[src/rtl/merge16_serializer.sv]
// Capture-and-drain output stage for the 8+8->16 merge network: latches the merged
// vector on cap and streams it over valid/ready. Define SORT_OUT_DESC_EN for descending order.
module merge16_serializer #(
  parameter int unsigned WIDTH = 3,
  parameter int unsigned n = 8,
  localparam int unsigned IW = $clog2(2*n)
) (
  input  logic                   clk,
  input  logic                   rst,
  input  logic [2*n*WIDTH-1:0]   inc,
  input  logic                   cap,
  output logic                   busy,
  output logic [WIDTH-1:0]       out_data,
  output logic [IW-1:0]          out_idx,
  output logic                   out_valid,
  input  logic                   out_ready,
  output logic                   out_last,
  output logic                   done
);

  localparam int unsigned NE = 2*n;

`ifdef SORT_OUT_DESC_EN
  localparam logic [IW-1:0] START_IDX = IW'(NE-1);
  localparam logic [IW-1:0] END_IDX   = IW'(0);
`else
  localparam logic [IW-1:0] START_IDX = IW'(0);
  localparam logic [IW-1:0] END_IDX   = IW'(NE-1);
`endif

  typedef enum logic {IDLE, STREAM} state_t;

  state_t           state_q, state_d;
  logic [IW-1:0]    ptr_q, ptr_d;
  logic [WIDTH-1:0] mem_q [NE];
  logic             load;
  logic             done_d;
  logic [WIDTH-1:0] data_d;

  // Next state; a capture may only land when idle or on the final transfer.
  always_comb begin
    state_d = state_q;
    ptr_d   = ptr_q;
    load    = 1'b0;
    done_d  = 1'b0;
    case (state_q)
      IDLE: begin
        if (cap) begin
          load    = 1'b1;
          ptr_d   = START_IDX;
          state_d = STREAM;
        end
      end
      STREAM: begin
        if (out_ready) begin
          if (ptr_q == END_IDX) begin
            done_d = 1'b1;
            if (cap) begin
              load  = 1'b1;
              ptr_d = START_IDX;
            end else begin
              state_d = IDLE;
            end
          end else begin
`ifdef SORT_OUT_DESC_EN
            ptr_d = ptr_q - IW'(1);
`else
            ptr_d = ptr_q + IW'(1);
`endif
          end
        end
      end
      default: state_d = IDLE;
    endcase
    // Freshly captured data bypasses the buffer so element 0 appears one cycle after cap.
    data_d = load ? inc[int'(ptr_d) * int'(WIDTH) +: WIDTH] : mem_q[ptr_d];
  end

  // State, buffer and registered outputs.
  always_ff @(posedge clk) begin
    if (rst) begin
      state_q   <= IDLE;
      ptr_q     <= '0;
      for (int i = 0; i < int'(NE); i++) mem_q[i] <= '0;
      out_valid <= 1'b0;
      busy      <= 1'b0;
      out_last  <= 1'b0;
      out_idx   <= '0;
      out_data  <= '0;
      done      <= 1'b0;
    end else begin
      state_q <= state_d;
      ptr_q   <= ptr_d;
      if (load) begin
        for (int i = 0; i < int'(NE); i++) mem_q[i] <= inc[i * int'(WIDTH) +: WIDTH];
      end
      out_valid <= (state_d == STREAM);
      busy      <= (state_d == STREAM);
      out_last  <= (state_d == STREAM) && (ptr_d == END_IDX);
      out_idx   <= ptr_d;
      out_data  <= data_d;
      done      <= done_d;
    end
  end

endmodule

[config.mk]
export PLATFORM = sky130hd
export DESIGN_NAME = merge16_serializer
export DESIGN_NICKNAME = d
export VERILOG_FILES = /design/src/rtl/merge16_serializer.sv
export SDC_FILE = /design/constraint.sdc
export NUM_CORES = 1
export LEC_CHECK = 0
export CAP_MARGIN = 20
export CORE_ASPECT_RATIO = 1.75
export CORE_UTILIZATION = 45
export DETAILED_ROUTE_END_ITERATION = 12
export GPL_ROUTABILITY_DRIVEN = 0
export PLACE_DENSITY = 0.83
export SYNTH_ARGS = -nofsm -noshare
export SYNTH_HDL_FRONTEND = slang
export SYNTH_SLANG_ARGS = --single-unit
[constraint.sdc]
create_clock -name clk -period 2.55 [get_ports clk]
set_input_delay 0.3825 -clock clk [delete_from_list [all_inputs] [get_ports clk]]
set_output_delay 0.3825 -clock clk [all_outputs]
set_load 0.01 [all_outputs]
[Word level (Yosys, flattened, before mapping)]
Memory sizes are Yosys's and may differ from the RTL's.
Cells that the tools add are included.
Word-level totals
  register bits after elaboration: 10
  RAM bits: 48
  bits of input ports: 52
  output and inout bits: 11
  logic and storage cells: 65
  memories: 1
Operators by class
  add/sub/neg operators: 1
  multipliers: 1
  equality and inequality tests: 2
  shift-type cells: 1
  mux-type cells: 34
  bitwise operators: 18
  reduce and logical (&&, ||, !) cells: 2
Memories
  mem_q: depth 16, width 3, read ports 1, clocked after Yosys merged registers in 0, wr ports 16, RTL line 35  | logic [WIDTH-1:0] mem_q [NE];
Operators by type and width (count)
  $mux 3: 17
  $shiftx 48x7->3: 1
  $or 1x1->1: 16
  $mux 4: 3
  $mux 1: 11
  $eq 4x4->1 const B: 2
  $pmux 4 s2: 1
  $mul 4x2->6 const B: 1
  $add 4x1->4 const B: 1
  $pmux 1 s2: 2
  $reduce_or 3->1: 1
  $not 1->1: 2
  $logic_and 1x1->1: 1

[Longest topological paths before layout]
  word-level depth: 8
  depth in mapped cells: 10
  mapped depth without buffers: 8

[Worst setup path before layout]
Ideal clock, no wire load.
  path type: reg2reg
  start: register ptr_q[0]
  end: register out_data[2]
  library setup time: 120 ps
  data arrival time: 2685 ps
  required time: 2430 ps
  slack: -254 ps
  cell stages (with the launch flop): 9
  buffers on the path: 0
  period minus slack after synthesis: 2804 ps
  cell sequence: dfxtp_1 -> ha_1 -> nand4_1 -> nand2_1 -> a21o_1 -> nor2_1 -> nand2_1 -> o2bb2ai_1 -> a211o_1
Between the ends
  longest elaborated chain between the ends: 7
  elaborated cells between the ends (all ways): 13
  classes of those cells: add/sub: 1; mul: 1; eq/ne: 1; shift: 1; mux: 8; memory: 1
Ends and longest elaborated chain
  from (decl): RTL line 34  | logic [IW-1:0] ptr_q, ptr_d;
  from (signal assigned): RTL line 93  | ptr_q <= ptr_d;
  $add 4x1->4, or another cell as far along: RTL line 68  | ptr_d = ptr_q + IW'(1);
  $mux 4: RTL line 56  | if (ptr_q == END_IDX) begin
  $mux 4: RTL line 55  | if (out_ready) begin
  $pmux 4 s2: RTL line 46  | case (state_q)
  $mul 4x2->6: RTL line 76  | data_d = load ? inc[int'(ptr_d) * int'(WIDTH) +: WIDTH] : mem_q[ptr_d];
  $shiftx 48x7->3: RTL line 76
  $mux 3 (*): RTL line 76
  to (signal assigned): RTL line 101  | out_data <= data_d;
  to (decl): RTL line 13  | output logic [WIDTH-1:0] out_data,
Mark *: on every way between the ends. The rest lies on a longest branch, timed or not.
A chain may end at the register's enable or synchronous reset.

[Worst setup path in the final report]
  start: register ptr_q[0]
  end: register out_data[0]
Same word-level chain as after synthesis.

==> tab_implementation.tex <==
\begin{tabular}{lr}
\hline
Metric & Value \\
\hline
\multicolumn{2}{l}{\textbf{Drt}} \\
Vias per inst & about 5.3 \\
Count of vias placed by the detailed router & 2141 \\
Antenna Violating Nets Remaining & 0 \\
Routed wire per std cell & around 15 µm \\
Violation count after the first detailed-routing iteration & 138 \\
Remaining design rule violation count & 0 \\
Sum of routed wire length over all layers & 5.97 mm \\
Detailed Routing Iterations Pass 1 & 4 \\
\multicolumn{2}{l}{\textbf{Layout}} \\
Layout cell share with drive strength beyond 1 & 0.142 \\
Area overhead of the layout relative to synthesis & 31.5\% \\
Number of inserted diodes & 0 \\
Filler cell count in the final layout & 494 \\
Total number of nets in the final design & $\sim$370 \\
\multicolumn{2}{l}{\textbf{Pwr}} \\
Power Density & 564 mW/mm² \\
Leakage & $\sim$1.5 nW \\
VDD IR-drop max & around 0.36 mV \\
\multicolumn{2}{l}{\textbf{Yosys}} \\
Synth warn & 0 \\
Seq/Total Area, Yosys & 0.567 \\
Net count after synthesis & between 200 and 300 \\
Average size of a mapped cell & 11.8 µm² \\
Dominant cells by area after synthesis & edfxtp\_1 (50\%), dfxtp\_1 (6.9\%), mux2i\_1 (5.9\%) \\
Number of library cell types mapped by synthesis & 44 \\
Fraction of synthesized cell area taken by the top area cell type & 0.498 \\
Instance count of the mapped netlist & about 250 \\
Number of register bits inferred by synthesis & 58 \\
Area of the mapped netlist & a little under 0.003 mm² \\
Cell type with the highest aggregate area in the netlist & edfxtp\_1 \\
\multicolumn{2}{l}{\textbf{STA}} \\
Worst Skew & roughly 3.1 ps \\
Setup tns final & 0 ps \\
Setup repair after global routing missed its margin & no \\
Slew headroom & 0.702 \\
Max Transition Viols Final & 0 \\
Final Hold Fails & 0 \\
Period Utilization, post-route & 0.939 \\
Worst-Margin Slew & 448 ps \\
Min Tclk post-route & about 2400 ps \\
Setup violators final & 0 \\
Peak clock frequency supported by timing & $\sim$0.42 GHz \\
Hold\_ws & just over 600 ps \\
\multicolumn{2}{l}{\textbf{Worst setup path}} \\
CP arrival & $\sim$2700 ps \\
CP Launch Point & ptr\_q[0] \\
WP buf/inv & 1 \\
Endpoint kind of the worst setup timing path & register \\
Crit-path cells & ha\_1 > and3\_4 > o21ai\_2 > a31oi\_4 > buf\_4 > a21oi\_1 > a32o\_1 > a31oi\_1 > a41o\_1 \\
Cell family with most CP delay & compound AO/OA/AOI/OAI gates \\
Required arrival time at the worst endpoint & between 2000 and 3000 ps \\
Type of element launching the critical path & register \\
Maximum fanout along the worst path & 11 \\
Stage delay of the slowest cell on the critical path & $\sim$500 ps \\
Startpoint of the worst-slack reg-to-reg timing path & ptr\_q[0] \\
Critical Path Slowest Stage Cell & dfxtp\_1 \\
Critical path class & reg2reg \\
\multicolumn{2}{l}{\textbf{Die}} \\
Full die area & about 0.0068 mm² \\
Number of placed I/O pins & 63 \\
Chip width & about 63 µm \\
Core box area & 0.00618 mm² \\
Cell row count & 38 \\
DIE HEIGHT & 108 µm \\
Starting utilization of the core area & 0.468 \\
\multicolumn{2}{l}{\textbf{Global route}} \\
Global-route wire length before repair & 9.81 mm \\
Number of global-route vias before repair & between 2000 and 2500 \\
Largest net degree at the start of global routing & 27 \\
All-Layer GR Usage & 0.193 \\
Antenna violations before repair & 0 \\
GRT overflow & 0 \\
\multicolumn{2}{l}{\textbf{Clock tree}} \\
Number of hold-repair buffers added at the cts stage & 0 \\
Post-CTS setup buffer count & 0 \\
Clock net sink count & 58 \\
Clock edge transition at the registers on the reported setup and hold paths & approximately 70 ps \\
CTS Buf Count & 9 \\
Source-to-sink clock delay at the later pin of the worst-skew pair & approximately 330 ps \\
CTS root buf & clkbuf\_8 \\
Maximum buffer depth of the clock tree & 2 \\
\# H-tree levels & 3 \\
Post-cts resize count & 0 \\
TritonCTS clock tree & yes \\
\multicolumn{2}{l}{\textbf{Worst hold path}} \\
Worst Hold Launch & mem\_q[13][1] \\
Hold/Removal Path Class & reg2reg \\
\multicolumn{2}{l}{\textbf{Placed design}} \\
Number of buffers inserted by port buffering & 62 \\
Half-perimeter wire length of the detailed placement result & between 4 and 5 mm \\
\multicolumn{2}{l}{\textbf{Flow run}} \\
MaxCap Viol Count & 0 \\
\multicolumn{2}{l}{\textbf{Run status}} \\
Outcome & complete, no violations \\
\hline
\end{tabular}
[area by class of cell]
type,count,area (µm²),area share
multi-input combinational,174,1150,0.302
sequential,58,1640,0.432
inverter,1,3.75,0.000987
clock inverter,6,41.3,0.0109
tap,80,100,0.0263
timing repair buffer,75,731,0.192
clock buffer,10,138,0.0362
[registers in the layout (all words and copies together) (netlist names)]
signal / cells
done: 1
mem_q: 48
out_data: 3
state_q: 1
ptr_q: 4
out_last: 1
[logic make-up (layout without fill, tap and decap cells)]
group           count (synthesis)  count (layout)  synth area share
mux                            21              21            0.0744
simple gates                  121             121             0.228
flops                          58              58             0.567
buf+inv                        14              92            0.0359
compound gates                 31              31            0.0895
fa+ha+maj                       1               1           0.00432
[synthesized netlist by cell type]
library cell	count
a211o_1	1
a21o_1	2
a21oi_1	3
a21oi_2	3
a22o_1	1
a22oi_1	1
a311oi_1	3
a31o_1	1
a31oi_1	5
a31oi_4	1
a32o_1	1
a41o_1	1
and2_1	26
and2_2	1
and3_1	3
and3_4	1
and4_1	1
buf_2	2
buf_4	1
buf_6	6
clkbuf_1	4
dfxtp_1	10
edfxtp_1	48
ha_1	1
inv_1	1
mux2_2	4
mux2i_1	17
nand2_1	31
nand2b_1	3
nand3_1	12
nand3b_1	3
nand4_1	4
nor2_1	10
nor2_4	1
nor2b_1	20
nor3_1	2
nor3b_2	1
o21a_1	1
o21ai_0	2
o21ai_1	1
o21ai_2	1
o2bb2ai_1	2
o31ai_4	1
or2_2	2
[layout by cell type (no fill, tap or decap), types with 2 or more instances in the layout]
master           instances
nor3_1                   2
or2_2                    2
nand4_1                  4
mux2i_1                 17
and2_1                  26
nor2b_1                 20
a21oi_2                  3
clkdlybuf4s50_1         62
a21oi_1                  3
dfxtp_1                 10
clkinvlp_4               3
a31oi_1                  5
nand3b_1                 3
buf_4                   12
clkbuf_8                10
edfxtp_1                48
o21ai_0                  2
nor2_1                  10
nand2b_1                 3
a311oi_1                 3
nand3_1                 12
clkinv_2                 2
o2bb2ai_1                2
mux2_2                   4
nand2_1                 31
and3_1                   3
[final timing paths]
kind                 end  slack [ps]  cells past startpoint
max          out_data[0]         160                      9
min          out_data[1]         610                      3
max reg2reg  out_data[0]         160                      9
min reg2reg  out_data[1]         610                      3
[report_power, final]
part           switching (mW)  total (mW)  internal [mW]
Combinational           0.118       0.275          0.157
Clock                   0.368       0.745          0.378
Sequential             0.0255        1.12           1.10
[worst register-to-register path, delay by kind of cell, from the launching register on]
kind            cells  cell delay [ps]
fa+ha+maj           1              300
simple gates        1              240
compound gates      6             1080
buf+inv             1              220
flops               1              490
[through the flow]
stage          instance area [µm²]  std cells  setup WS (ps)  utilization  total power [mW]
6_report                      3800        404            156        0.615              2.15
4_1_cts                       3800        404            159        0.615              2.16
2_1_floorplan                 2890        246            216            -              1.28
3_3_place_gp                  3620        388           48.7        0.586              1.41
3_5_place_dp                  3620        388          -15.4        0.586              1.42
5_1_grt                       3800        404           18.2        0.615              2.23
[metal layers]
metal | part of all wire | vias to the layer above | GRT usage | wire length [µm]
met4 | 0.034 | 0 | 0.145 | 204
met5 | 0 | - | 0 | 0
li1 | - | 1041 | - | -
met1 | 0.37 | 1007 | 0.191 | 2210
met3 | 0.035 | 19 | 0.0295 | 210
met2 | 0.56 | 74 | 0.356 | 3350
Power figures use the tool's default switching activity.
